--- src/rtl/acc_sequencer.sv ---
// Program sequencer for the 8-bit accumulator datapath: stores DEPTH opcodes and issues one
// registered control word per clock with a start/busy/done handshake. Optional LOOP opcode under ACC_SEQ_LOOP_EN.
module acc_sequencer #(
  parameter int DEPTH = 16,
  parameter int AW    = 4
) (
  input  logic          CLK,
  input  logic          Clr,
  input  logic          prog_we,
  input  logic [AW-1:0] prog_addr,
  input  logic [3:0]    prog_data,
  input  logic          start,
`ifdef ACC_SEQ_LOOP_EN
  input  logic [3:0]    loop_cnt,
`endif
  output logic          busy,
  output logic          done,
  output logic          V0,
  output logic          V1,
  output logic          M,
  output logic          s0,
  output logic          LSHL,
  output logic          dp_en,
  output logic [AW-1:0] pc
);

  typedef enum logic [1:0] {IDLE, RUN, DONE} state_t;

  localparam logic [AW-1:0] LAST_ADDR = AW'(DEPTH - 1);
  localparam logic [3:0]    OP_HALT   = 4'hF;

  state_t        state, state_nxt;
  logic [3:0]    mem [DEPTH];
  logic [3:0]    op;
  logic [5:0]    ctl, ctl_nxt;  // {V0, V1, M, s0, LSHL, dp_en}
  logic [AW-1:0] pc_nxt;
  logic          busy_nxt, done_nxt;
  logic          jump;
  logic [3:0]    iter, iter_nxt;

  assign op = mem[pc];
  assign {V0, V1, M, s0, LSHL, dp_en} = ctl;

  always_ff @(posedge CLK or negedge Clr) begin
    if (!Clr) begin
      for (int i = 0; i < DEPTH; i++) mem[i] <= OP_HALT;
    end else if (state == IDLE && prog_we) begin
      mem[prog_addr] <= prog_data;
    end
  end

  always_ff @(posedge CLK or negedge Clr) begin
    if (!Clr) begin
      state <= IDLE;
      pc    <= '0;
      ctl   <= '0;
      busy  <= 1'b0;
      done  <= 1'b0;
      iter  <= '0;
    end else begin
      state <= state_nxt;
      pc    <= pc_nxt;
      ctl   <= ctl_nxt;
      busy  <= busy_nxt;
      done  <= done_nxt;
      iter  <= iter_nxt;
    end
  end

  always_comb begin
    state_nxt = state;
    pc_nxt    = pc;
    ctl_nxt   = ctl;
    busy_nxt  = busy;
    done_nxt  = done;
    iter_nxt  = iter;
    jump      = 1'b0;
    case (state)
      IDLE: begin
        if (start) begin
          state_nxt = RUN;
          pc_nxt    = '0;
          busy_nxt  = 1'b1;
          iter_nxt  = '0;
        end
      end
      RUN: begin
        ctl_nxt = '0;
        casez (op)
          4'b0???: ctl_nxt = {op[2], op[1], op[0], 1'b0, 1'b0, 1'b1};
          4'b1000: ctl_nxt = 6'b000101;
          4'b1001: ctl_nxt = 6'b000111;
`ifdef ACC_SEQ_LOOP_EN
          4'b1010: jump = (iter < loop_cnt);
`endif
          default: ctl_nxt = '0;
        endcase
        // A taken LOOP restarts the program even from the last address.
        if (op == OP_HALT) begin
          state_nxt = DONE;
          done_nxt  = 1'b1;
        end else if (jump) begin
          pc_nxt   = '0;
          iter_nxt = iter + 4'd1;
        end else if (pc == LAST_ADDR) begin
          state_nxt = DONE;
          done_nxt  = 1'b1;
        end else begin
          pc_nxt = pc + 1'b1;
        end
      end
      DONE: begin
        state_nxt = IDLE;
        ctl_nxt   = '0;
        busy_nxt  = 1'b0;
        done_nxt  = 1'b0;
        pc_nxt    = '0;
      end
      default: state_nxt = IDLE;
    endcase
  end

endmodule
--- config.mk ---
export PLATFORM = sky130hd
export DESIGN_NAME = acc_sequencer
export DESIGN_NICKNAME = d
export VERILOG_FILES = /design/src/rtl/acc_sequencer.sv
export SDC_FILE = /design/constraint.sdc
export NUM_CORES = 1
export LEC_CHECK = 0
export BUFFER_PORTS_ARGS = -buffer_cell sky130_fd_sc_hd__buf_4
export CAP_MARGIN = 0
export CORE_UTILIZATION = 45
export DETAILED_ROUTE_END_ITERATION = 7
export PLACE_DENSITY = 0.62
export SLEW_MARGIN = 20
export SYNTH_ARGS = -nofsm -noshare
export SYNTH_HDL_FRONTEND = slang
export SYNTH_SLANG_ARGS = --single-unit
--- constraint.sdc ---
create_clock -name CLK -period 2.7 [get_ports CLK]
set_input_delay 0.81 -clock CLK [delete_from_list [all_inputs] [get_ports CLK]]
set_output_delay 0.81 -clock CLK [all_outputs]
set_load 0.01 [all_outputs]
==> results of run 1 <==
-- cell type report --
class,instances,area (sq um),share of cell area
timing repair buffer,29,230,0.0532
inverter,9,33.8,0.00781
sequential,78,2030,0.470
multi-input combinational,184,1700,0.394
tap,105,131,0.0304
clock buffer,12,166,0.0385
clock inverter,4,28.8,0.00665
-- cell families (layout without fill, tap and decap cells) --
| logic type | Yosys count | in the layout |
|---|---|---|
| multiplexers | 80 | 80 |
| flip-flops | 78 | 78 |
| AND/OR/NAND/NOR | 75 | 75 |
| AO/OA/AOI/OAI | 24 | 24 |
| buffers and inverters | 23 | 54 |
| adder cells (fa/ha/maj) | 5 | 5 |
-- critical path, delay by kind of cell, from the launching register on --
| family | cells | cell delay [ns] |
|---|---|---|
| compound gates | 2 | 0.39 |
| buf+inv | 1 | 0.24 |
| flops | 1 | 0.35 |
| mux | 1 | 0.52 |
| simple gates | 3 | 0.61 |
-- final timing paths --
| kind | from | to | slack [ns] | depth (start not counted) |
|---|---|---|---|---|
| setup reg to reg | pc[0]$_DFFE_PN0P_ | done$_DFFE_PN0P_ | 0.45 | 7 |
| min in group CLK | ctl[0]$_DFFE_PN0P_ | ctl[0]$_DFFE_PN0P_ | 0.53 | 2 |
| hold reg to reg | ctl[0]$_DFFE_PN0P_ | ctl[0]$_DFFE_PN0P_ | 0.53 | 2 |
| max in group asynchronous | Clr | mem[18]$_DFFE_PN1P_ | 1.57 | 2 |
| setup / recovery | pc[0]$_DFFE_PN0P_ | done$_DFFE_PN0P_ | 0.45 | 7 |
| hold / removal | Clr | ctl[3]$_DFFE_PN0P_ | 0.47 | 1 |
-- stage by stage --
| stage | std cells | hold WS, ns |
|---|---|---|
| after floorplan | 285 | 0.512 |
| after global placement | 405 | 0.509 |
| after detailed placement | 405 | 0.512 |
| after CTS | 421 | 0.492 |
| after global routing | 421 | 0.504 |
| final | 421 | 0.471 |
-- routing by layer --
metal	wire, um	global-route usage
met3	376	0.0556
met5	0	0
met1	3700	0.284
met2	3860	0.310
met4	54	0.0538
-- registers in the layout (all words and copies together) (netlist names) --
signal	count
busy	1
state	2
done	1
pc	4
mem	64
ctl	6
-- report_power, final --
part | leakage [nW] | internal (mW) | switching, mW
Sequential | 0.845 | 1.92 | 0.263
Clock | 0.0937 | 0.415 | 0.433
Combinational | 0.791 | 0.834 | 0.687
Total | 1.73 | 3.17 | 1.38
-- placed cells by master, fill, tap and decap left out, drive strengths merged, types with 2 or more instances in the layout --
cell      Yosys  final
a21oi         3      3
a22oi         4      4
a31oi         3      3
buf           5     29
clkbuf        9     12
clkinv        0      2
clkinvlp      0      2
dfrtp        14     14
dfstp        64     64
ha            5      5
inv           9      9
mux2         64     64
mux4         16     16
nand2        16     16
nand2b        4      4
nand3        11     11
nand4         5      5
nor2         18     18
nor2b         5      5
nor3          5      5
o21ai         8      8
or4           2      2
==> out/metrics.cfg, run 1 <==
[logic_synthesis]
ys_ff_latch = 78
synth_compound_area_frac = 0.0417
synth_edf_count = 0
synthFlopType = dfstp_2
synth_top_area_share = 0.438
synth.cell_area_sq_um = 3840
synth_nets = 302
yosys.area_share.simple = 0.104
synthMuxAreaShare = 0.281
synth_top_family_by_area = multiplexers
synth_commonest_cells = 64 x dfstp_2, 64 x mux2_2, 18 x nor2_1
yosys_warnings = 0
syn_area_per_cell_sq_um = 13.5
yosysTopAreaCell = dfstp_2
synthTopCellsByArea = dfstp_2 44%, mux2_2 19%, mux4_2 9.4%, dfrtp_1 9.1%, nor2_1 1.8%
synth-adder-area-share = 0.0163
ys_seq_area_frac = 0.529
synth_async_sr_flop_share = 1.00
synth-xor-area-share = 0
synth.distinct_cells = 38
syn_inst = 285

[global_route]
grt_pass1_vias = 2412
grt_usage = 0.203
grt_pass1_wl_mm = 13.2
grt_max_degree = 48
antenna_found_initial = 0
grt_overflow = 0

[clocking]
cts_tree = done
postCtsSetupRepairBufs = 0
cts_hold_buf = 0
cts_root_buf = clkbuf_8
clk_pin_slew_ns = 0.08
cts_buffers = 9
insertion_delay_ns = 0.35
cts_buffer_depth = 2
cts_resized = 0
htreeDepth = 3
clkSinkCount = 78

[power]
powerDensity_nw_per_um2 = 1050
fin_total_pwr_mw = 4.55
ir_drop_uv = 571
p_leak_nw = 1.73

[sta]
period_minus_slack_ns = 2.25
hold_viol_final = 0
fmax_mhz = 445
fin_setup_tns_ns = 0
rsz0062_at_grt = false
slew_headroom = 0.593
timing.final.crit_share = 0.832
final_max_slew_viol_count = 0
worstMarginPinSlew_ns = 0.611
layout_setup_ws_ns = 0.454
skew_ns = 0.00874
setup_violations = 0

[detailed_routing]
routed_wl_mm = 7.99
wl_per_cell_um = 19.0
final_antenna_net_count = 0
firstDrtPassIters = 5
drc = 0
vias = 2413
initialDrtViolationCount = 108
via_per_inst = 5.73

[placement]
post_dp_cell_area_sq_um = 4130
hpwl_mm = 5.62
gp_congestion = 0.757
post-place-ws_ns = 0.452
io_buffers = 23

[final_layout]
antenna_cells = 0
final_layout_size_suffix_gt1_frac = 0.617
utilization = 0.524
fin_nets = 328
area_growth_pct = 12.6
fin_area_sq_um = 4330
fillCellCount = 707

[run_status]
outcome = completed

[setup_path]
end_kind = flip-flop
worstPathMaxFanout = 14
worstPathArrival_ns = 2.46
crit_chain = buf_4, mux4_2, a22oi_1, nand3_2, nand4_2, and2_1, o221ai_1
path_class = reg2reg
startpoint_type = flip-flop
crit_slowest_cell = mux4_2
critPathMaxStageDelay_ns = 0.52
required_ns = 2.92

[floorplan]
fp.dieH_um = 94.4
die_w_um = 94.4
coreArea_sq_um = 8260
die-area_sq_um = 8910
floorplan.initialDensity = 0.465
ios = 24
fp-row-count = 33

[worst_hold_path]
hold_path.class = in2async

[flow_run]
maxCapViolCount = 0

Note: power is estimated with default switching activity, not from simulation.
==> run 2, diff against run 1 <==
--- a/config.mk
+++ b/config.mk
@@ -5,11 +5,12 @@
 export SDC_FILE = /design/constraint.sdc
 export NUM_CORES = 1
 export LEC_CHECK = 0
+export ABC_AREA = 1
 export BUFFER_PORTS_ARGS = -buffer_cell sky130_fd_sc_hd__buf_4
 export CAP_MARGIN = 0
 export CORE_UTILIZATION = 45
 export DETAILED_ROUTE_END_ITERATION = 7
-export PLACE_DENSITY = 0.62
+export PLACE_DENSITY = 0.64
 export SLEW_MARGIN = 20
 export SYNTH_ARGS = -nofsm -noshare
 export SYNTH_HDL_FRONTEND = slang
==> constraint.sdc (replaced) <==
create_clock -name CLK -period 2 [get_ports CLK]
set_input_delay 0.6 -clock CLK [delete_from_list [all_inputs] [get_ports CLK]]
set_output_delay 0.6 -clock CLK [all_outputs]
set_load 0.01 [all_outputs]
==> run 2 against run 1 <==
- global-route usage increased by 1.5 points
- wire length increased by 18%
- count of clock-buffer cells in the layout unchanged
- first-iteration DRC count increased by 73%
- fmax increased by 22%
- non-clock buffer count increased by 18
==> out/metrics.cfg, run 2 <==
[run_status]
outcome = completed

[final_layout]
final_cells = 683
final_layout_size_suffix_gt1_frac = 0.250
reg_top3 = mem: 64 flops, ctl: 6 flops, pc: 4 flops
fin_area_sq_um = 4690
mostFrequentLayoutCells = 208 x nand2_1, 70 x o21ai_0, 68 x inv_1
fin_nets = 587
multiInputGateArea_sq_um = 1630
regArea_sq_um = 2030
area_growth_pct = 16.2
antenna_cells = 0
largest_register_ffs = 64
layout_commonest_cell = nand2_1
regMostFlops = mem
fillCellCount = 841

[global_route]
grt_pass1_wl_mm = 16.4
grt_overflow = 0
grt_max_degree = 33
grt_pass1_vias = 3319
antenna_found_initial = 0
grt_usage = 0.218

[logic_synthesis]
synth-adder-area-share = 0.0155
synth_edf_count = 0
synth_async_sr_flop_share = 1.00
synth_compound_area_frac = 0.0915
synth_top_area_share = 0.417
yosysTopAreaCell = dfstp_2
synthFlopType = dfstp_2
synth_nets = 545
synth_commonest_cells = 209 x nand2_1, 70 x o21ai_0, 68 x inv_1
syn_area_per_cell_sq_um = 7.64
yosys_warnings = 0
yosys.area_share.simple = 0.296
synth_most_common_cell = nand2_1
synth_top_family_by_area = simple AND/OR/NAND/NOR gates
ys_ff_latch = 78
syn_inst = 528
ys_seq_area_frac = 0.504
synth.distinct_cells = 28
synth-xor-area-share = 0
synth.cell_area_sq_um = 4030
synthMuxAreaShare = 0
synthTopCellsByArea = dfstp_2 42%, nand2_1 19%, dfrtp_1 8.7%, o21ai_0 8.7%, inv_1 6.3%

[sta]
skew_ns = 0.0118
period_minus_slack_ns = 1.85
rsz0062_at_grt = true
fin_setup_tns_ns = 0
setup_violations = 0
hold_viol_final = 0
final_max_slew_viol_count = 0
timing.final.crit_share = 0.923
slew_headroom = 0.597
worstMarginPinSlew_ns = 0.603
fmax_mhz = 542

[detailed_routing]
final_antenna_net_count = 0
wl_per_cell_um = 13.8
initialDrtViolationCount = 187
via_per_inst = 5.00
firstDrtPassIters = 5
drc = 0
routed_wl_mm = 9.45
vias = 3412

[clocking]
clk_pin_slew_ns = 0.09
cts_buffer_depth = 2
clkSinkCount = 78
htreeDepth = 3
cts_tree = done
cts_root_buf = clkbuf_8
cts_buffers = 9
insertion_delay_ns = 0.35
cts_hold_buf = 0

[placement]
gp_congestion = 0.785
placed_cells = 667
post_dp_cell_area_sq_um = 4430
hpwl_mm = 6.65
io_buffers = 23

[floorplan]
ios = 24
floorplan.initialDensity = 0.463
fp-row-count = 34
coreArea_sq_um = 8720
fp.dieH_um = 96.7
die-area_sq_um = 9350
die_w_um = 96.7

[power]
p_leak_nw = 2.24
fin_total_pwr_mw = 6.87
powerDensity_nw_per_um2 = 1470
ir_drop_uv = 593

[setup_path]
end_kind = flip-flop
required_ns = 2.25
startpoint_type = flip-flop
path_class = reg2reg
worstPathArrival_ns = 2.10
worstPathMaxFanout = 20

[worst_hold_path]
hold_path.class = in2async

[flow_run]
maxCapViolCount = 0

## run 2: metrics by stage
step,hold slack [ns],utilization,setup slack [ns]
after floorplan,0.304,-,0.305
after global placement,0.470,0.508,0.171
after detailed placement,0.477,0.508,0.142
after CTS,0.489,0.535,0.116
after global routing,0.504,0.537,-0.0317
final,0.482,0.537,0.153
## run 2: layout make-up
type                    instances  share of cell area
clock inverters                 4              0.0203
clock buffers                  12              0.0310
repair buffers                 47              0.0796
well taps                     108              0.0288
flip-flops and latches         78               0.434
multi-input cells             363               0.349
inverters                      71              0.0579
## run 2: logic make-up (layout without fill, tap and decap cells)
logic type | Yosys count | after routing
simple gates | 285 | 285
buf+inv | 87 | 134
flops | 78 | 78
compound gates | 73 | 73
fa+ha+maj | 5 | 5
## run 2: critical path, stage by stage, from the launching register on
cell	delay [ns]
dfrtp_2	0.46
buf_6	0.18
or2_2	0.29
nand3_1	0.06
nand2_1	0.05
nand2_1	0.05
nand3_1	0.10
nand2_2	0.11
nor2_2	0.05
nand3_2	0.13
nand3_2	0.11
nand2_1	0.09
nand2_1	0.05
## run 2: metal layers
metal,share of wire,GRT usage,routed length [um],vias to the layer above
met3,0.037,0.0296,347,15
met2,0.45,0.324,4210,73
met1,0.50,0.323,4730,1596
met5,0,0,0,-
li1,-,-,-,1728
met4,0.016,0.0792,153,0
## run 2: power breakdown
part	total [mW]	switching, mW	internal [mW]
registers	3.08	0.405	2.68
clock network	1.43	0.571	0.863
logic	2.36	1.43	0.932
total	6.87	2.40	4.47
## run 2: worst paths after layout
path | cells after the start | slack [ns] | start | to
min in group CLK | 2 | 0.48 | mem[13]$_DFFE_PN1P_ | mem[13]$_DFFE_PN1P_
hold / removal | 1 | 0.48 | Clr | mem[58]$_DFFE_PN1P_
setup reg to reg | 12 | 0.15 | pc[0]$_DFFE_PN0P_ | pc[3]$_DFFE_PN0P_
hold reg to reg | 2 | 0.48 | mem[13]$_DFFE_PN1P_ | mem[13]$_DFFE_PN1P_
setup / recovery | 12 | 0.15 | pc[0]$_DFFE_PN0P_ | pc[3]$_DFFE_PN0P_
max in group asynchronous | 2 | 1.19 | Clr | mem[34]$_DFFE_PN1P_
## run 2: repair_timing
item	in CTS	in global routing
endpoints found under the setup margin	0	10
buffers inserted	0	0
resized for setup	0	8
